===== src/rtl/quad_decode.sv =====
// quad_decode: quadrature (A/B) encoder decoder producing a one-cycle step
// pulse (en) with direction (up_dwn_n) and a sticky illegal-transition flag.
// Both pins pass through a 2-flop synchronizer. A glitch filter of FILT_LEN
// identical samples is inserted after the synchronizers only when the
// macro QUAD_FILTER_EN is defined; otherwise every synchronized sample is used.
module quad_decode #(
  parameter int FILT_LEN = 3
) (
  input  logic clk,
  input  logic rst_n,
  input  logic A,
  input  logic B,
  input  logic clr_err,
  output logic en,
  output logic up_dwn_n,
  output logic err
);

  localparam logic ST_INIT  = 1'b0;
  localparam logic ST_TRACK = 1'b1;

  if (FILT_LEN < 1) begin : g_bad_filt_len
    $error("quad_decode: FILT_LEN must be at least 1");
  end

  logic [1:0] sync1_q;
  logic [1:0] sync2_q;
  logic [1:0] fill_q;
  logic       sync_vld;

  // Accepted-sample stream feeding the tracker.
  logic [1:0] acc_val;
  logic       acc_vld;

  logic       state_q, state_d;
  logic [1:0] prev_q, prev_d;
  logic       en_q, en_d;
  logic       dir_q, dir_d;
  logic       err_q, err_d;

  // Two-flop synchronizer for the asynchronous encoder pins, {A,B} packed.
  always_ff @(posedge clk or negedge rst_n) begin
    if (!rst_n) begin
      sync1_q <= 2'b00;
      sync2_q <= 2'b00;
    end else begin
      sync1_q <= {A, B};
      sync2_q <= sync1_q;
    end
  end

  // Count the synchronizer fill after reset so the reset zeros in the
  // flops are never mistaken for a real pin value.
  always_ff @(posedge clk or negedge rst_n) begin
    if (!rst_n) begin
      fill_q <= 2'd0;
    end else if (fill_q != 2'd2) begin
      fill_q <= fill_q + 2'd1;
    end
  end

  assign sync_vld = (fill_q == 2'd2);

`ifdef QUAD_FILTER_EN
  localparam int CW = $clog2(FILT_LEN + 1);

  logic [1:0]    cand_q, cand_d;
  logic [CW-1:0] cnt_q, cnt_d;
  logic [1:0]    filt_q, filt_d;
  logic          filt_vld_q, filt_vld_d;

  // Glitch filter: a value is accepted once it has been seen FILT_LEN
  // times in a row; any shorter run is discarded.
  always_comb begin
    cand_d     = cand_q;
    cnt_d      = cnt_q;
    filt_d     = filt_q;
    filt_vld_d = filt_vld_q;
    if (sync_vld) begin
      if (sync2_q != cand_q) begin
        cand_d = sync2_q;
        cnt_d  = CW'(1);
      end else if (cnt_q != CW'(FILT_LEN)) begin
        cnt_d = cnt_q + CW'(1);
      end
      if (cnt_d == CW'(FILT_LEN)) begin
        filt_d     = cand_d;
        filt_vld_d = 1'b1;
      end
    end
  end

  // Filter state registers.
  always_ff @(posedge clk or negedge rst_n) begin
    if (!rst_n) begin
      cand_q     <= 2'b00;
      cnt_q      <= '0;
      filt_q     <= 2'b00;
      filt_vld_q <= 1'b0;
    end else begin
      cand_q     <= cand_d;
      cnt_q      <= cnt_d;
      filt_q     <= filt_d;
      filt_vld_q <= filt_vld_d;
    end
  end

  assign acc_val = filt_q;
  assign acc_vld = filt_vld_q;
`else
  assign acc_val = sync2_q;
  assign acc_vld = sync_vld;
`endif

  // Tracker: INIT captures the first accepted value, TRACK decodes Gray
  // steps. A sample arriving while en is high is deferred one cycle so en
  // can never be high on two consecutive cycles.
  always_comb begin
    state_d = state_q;
    prev_d  = prev_q;
    en_d    = 1'b0;
    dir_d   = dir_q;
    err_d   = err_q;
    if (clr_err) begin
      err_d = 1'b0;
    end
    case (state_q)
      ST_INIT: begin
        if (acc_vld) begin
          prev_d  = acc_val;
          state_d = ST_TRACK;
        end
      end
      ST_TRACK: begin
        if (acc_vld && !en_q && (acc_val != prev_q)) begin
          prev_d = acc_val;
          if (acc_val == {prev_q[0], ~prev_q[1]}) begin
            en_d  = 1'b1;
            dir_d = 1'b1;
          end else if (acc_val == {~prev_q[0], prev_q[1]}) begin
            en_d  = 1'b1;
            dir_d = 1'b0;
          end else begin
            // Both bits changed: a set here overrides a same-edge clear.
            err_d = 1'b1;
          end
        end
      end
      default: state_d = ST_INIT;
    endcase
  end

  // Tracker and output registers.
  always_ff @(posedge clk or negedge rst_n) begin
    if (!rst_n) begin
      state_q <= ST_INIT;
      prev_q  <= 2'b00;
      en_q    <= 1'b0;
      dir_q   <= 1'b1;
      err_q   <= 1'b0;
    end else begin
      state_q <= state_d;
      prev_q  <= prev_d;
      en_q    <= en_d;
      dir_q   <= dir_d;
      err_q   <= err_d;
    end
  end

  assign en       = en_q;
  assign up_dwn_n = dir_q;
  assign err      = err_q;

endmodule

===== config.mk =====
export PLATFORM = sky130hd
export DESIGN_NAME = quad_decode
export DESIGN_NICKNAME = d
export VERILOG_FILES = /design/src/rtl/quad_decode.sv
export SDC_FILE = /design/constraint.sdc
export NUM_CORES = 1
export LEC_CHECK = 0
export BUFFER_PORTS_ARGS = -buffer_cell sky130_fd_sc_hd__buf_2
export CAP_MARGIN = 20
export CELL_PAD_IN_SITES_DETAIL_PLACEMENT = 1
export CELL_PAD_IN_SITES_GLOBAL_PLACEMENT = 2
export CORE_AREA = 3 3 40 42
export CTS_CLUSTER_SIZE = 28
export DETAILED_ROUTE_END_ITERATION = 12
export DIE_AREA = 0 0 43 45
export PLACE_DENSITY_LB_ADDON = 0.1
export RECOVER_POWER = 25
export SYNTH_ARGS = -nofsm -noshare
export SYNTH_HDL_FRONTEND = slang
export SYNTH_SLANG_ARGS = --single-unit

===== constraint.sdc =====
create_clock -name clk -period 2.3 [get_ports clk]
set_input_delay 0.115 -clock clk [delete_from_list [all_inputs] [get_ports clk]]
set_output_delay 0.115 -clock clk [all_outputs]
set_load 0.01 [all_outputs]

==> results.txt <==
- Number of hold-slack violations in the final timing report: 0
- The first global-routing pass estimated 1242 um of wire.
* Worst-case vdd ir drop: 0.4806 mV
* Width of the die: 43 um
- GP Congestion: 0.6267
* Count of different cell masters after synthesis: 17
- Number of vias in the routed layout: 284
- Average vias per placed instance: 4.581
- Ant diodes: 0
- At the worst endpoint, the arrival time is 1.58 ns.
- Per-instance average area after synthesis: 14.10 um2
* H-tree lvl count: 1
- Share of cells above drive strength 1: 36.17%
- Routed len/inst: 12.21 um
- The final layout contains routed wiring with a total length of 757 um.
* Maximum net fanout on the critical path: 6
* Synthesis-stage register bit count: 12
- Counting tap cells, the placed design contains a total of 55 instances.
- The number of nets handed over by synthesis was 39.
* Latest clock arrival within the worst-skew pair: 0.26 ns
- Number of gates resized after CTS: 0
- Total global routing overflow: 0
- Core area: 0.001285 mm2
- For this run, the detailed router's first-pass iteration total came to 1.
- Post-Synthesis Cells: 33
* Ys Warns: 0
- Hold_buf cts: 3
* Crit path capture type: register
- RSZ-0062 raised after global routing: false
- After detailed routing, the number of remaining DRC violations is 0.
* Root buf cell: clkbuf_4
- Required time worst endpoint: 2.45 ns
- # Max-Cap Violations: 0
- Total clock buffers created by CTS: 3
- Slew Viols, Final: 0
* Worst setup path class: reg -> reg
* Maximum clock insertion buffer count: 2
* Residual antenna-violating net count after detailed routing: 0
- For this design the static power due to leakage is 0.2615 nW.
- The clock net in this run drives a total of 12 sinks.
- Final count of negative-setup-slack endpoints: 0
* First-iteration detailed-routing DRC count: 0
* Area of the die: 0.001935 mm2
- In the final timing run, aggregate negative setup slack is 0 ns.
- Entering global routing, the biggest net connects 13 pins.
- In the finished design, the share of the clock period the worst path needs comes to 62.03%.
- The routed design could run at a clock period as short as 1.427 ns.
- Slew at the pin with the worst max-slew slack: 0.6334 ns
- In this run the power density over the cells is 1057 mW/mm2.
* Initial Utilization: 36.22%
- TritonCTS built the clock tree.
- After layout, the design draws a total of 0.6176 mW.
- Hold/Removal Path Class: in -> reg
- Placed wire-length estimate after detailed placement: 563.7 um
* DIE HEIGHT: 45 um
- Post-Syn Area: 465.4 um2
- Reg clk slew, reported paths: 0.07 ns
- Total I/O pin count: 8
* Post-layout nets: 54
* Run status: completed
- For this run, the total global-route usage over all layers was measured as 8.960%.
- Sequential cell area fraction in the yosys report: 64.78%
- For this run, the top clock speed supported by timing is 701.0 MHz.
- Once layout is complete, the cells apart from fillers number 62.
- Between clock sinks in the finished design, the worst skew comes to 0.003088 ns.
* Worst slew slack as a fraction of its limit: 57.78%
* Post CTS Setup Buffer Count: 0
* Std cell rows: 13
- The initial antenna violation count was 0.
- Area added between synthesis and finish: 25.54%
* Via count of the first global-routing pass: 293
- Startpoint type of the worst setup path: register
- During placement, the flow inserted port buffers numbering 7.
[power breakdown]
group / total [mW] / internal (mW) / leakage, nW / switching [mW]
Sequential: 0.290 / 0.259 / 0.137 / 0.0311
Clock: 0.161 / 0.0960 / 0.0210 / 0.0645
Combinational: 0.167 / 0.0874 / 0.103 / 0.0796
[critical path, stage by stage, from the launching register on]
cell	delay, ns
dfrtp_1	0.39
inv_1	0.07
ha_1	0.27
a21boi_2	0.23
mux2_2	0.35
[kinds of logic (layout without fill, tap and decap cells)]
kind of cell    Yosys count  count (layout)  share of synthesized area (%)
compound gates            6               6                          9.945
xor+xnor                  5               5                          9.408
flops                    12              12                          64.79
mux                       2               2                          4.838
simple gates              5               5                          6.723
buf+inv                   2              16                          1.614
fa+ha+maj                 1               1                          2.688
[cell usage after synthesis]
library cell  instances  area share [%]
inv_1                 2             1.6
xor2_1                1             1.9
or2_2                 1             1.3
o31ai_1               1             1.6
dfstp_2               1             5.6
a21boi_2              1             2.4
a21oi_2               1             1.9
o32ai_1               1             1.9
xnor2_1               4             7.5
mux2_2                2             4.8
o21ai_1               1             1.1
nand2_1               2             1.6
nand3b_2              1             2.4
ha_1                  1             2.7
or2_1                 1             1.3
o21ai_0               1             1.1
dfrtp_1              11              59
[path summary, 6_finish.rpt]
kind / startpoint / to / slack, ns / cells past startpoint
max: fill_q[0] / prev_q[0] / 0.87 / 4
min: clr_err / err / 0.04 / 2
max reg2reg: fill_q[0] / prev_q[0] / 0.87 / 4
min reg2reg: sync1_q[1] / acc_val[1] / 0.35 / 0
max in group asynchronous: rst_n / fill_q[0] / 1.52 / 2
min in group asynchronous: rst_n / prev_q[1] / 0.38 / 2
[cell type report]
cell class / instances / area, um2
inverters: 2 / 7.507
fillers: 145 / 700.7
multi-input cells: 19 / 156.4
repair buffers: 10 / 63.81
clock buffers: 4 / 36.28
flip-flops and latches: 12 / 301.5
well taps: 15 / 18.77
[registers in the layout (all words and copies together), names as in the netlist]
register / cells
err: 1
en: 1
up_dwn_n: 1
state_q: 1
acc_val: 2
fill_q: 2
prev_q: 2
sync1_q: 2
[metal layers]
metal	GRT usage (%)	up-vias	routed length (um)
met4	3.614	0	0
met2	14.07	6	401
li1	-	139	-
met5	0	-	0
met3	4.781	0	32
met1	10.33	139	323
[layout by cell type, fill, tap and decap left out]
cell	netlist	layout
clkbuf_1	0	1
xnor2_1	4	4
ha_1	1	1
o21ai_1	1	1
or2_1	1	1
dlygate4sd3_1	0	3
or2_2	1	1
nand3b_2	1	1
o21ai_0	1	1
clkbuf_8	0	1
o31ai_1	1	1
xor2_1	1	1
inv_1	2	2
a21oi_2	1	1
dfstp_2	1	1
mux2_2	2	2
buf_2	0	6
dfrtp_1	11	11
clkbuf_4	0	3
o32ai_1	1	1
nand2_1	2	2
a21boi_2	1	1
[per-stage QoR]
stage	area [um2]	utilization (%)	hold WS (ns)	setup slack (ns)
global route	584.3	45.47	0.03468	0.7853
global placement	519.2	40.41	-0.005247	0.9518
finish	584.3	45.47	0.03753	0.8734
floorplan	465.4	-	-0.1806	0.9897
CTS	585.6	45.57	0.03250	0.8515
detailed placement	519.2	40.41	0.001463	0.8675
Note: power is estimated with default switching activity, not from simulation.
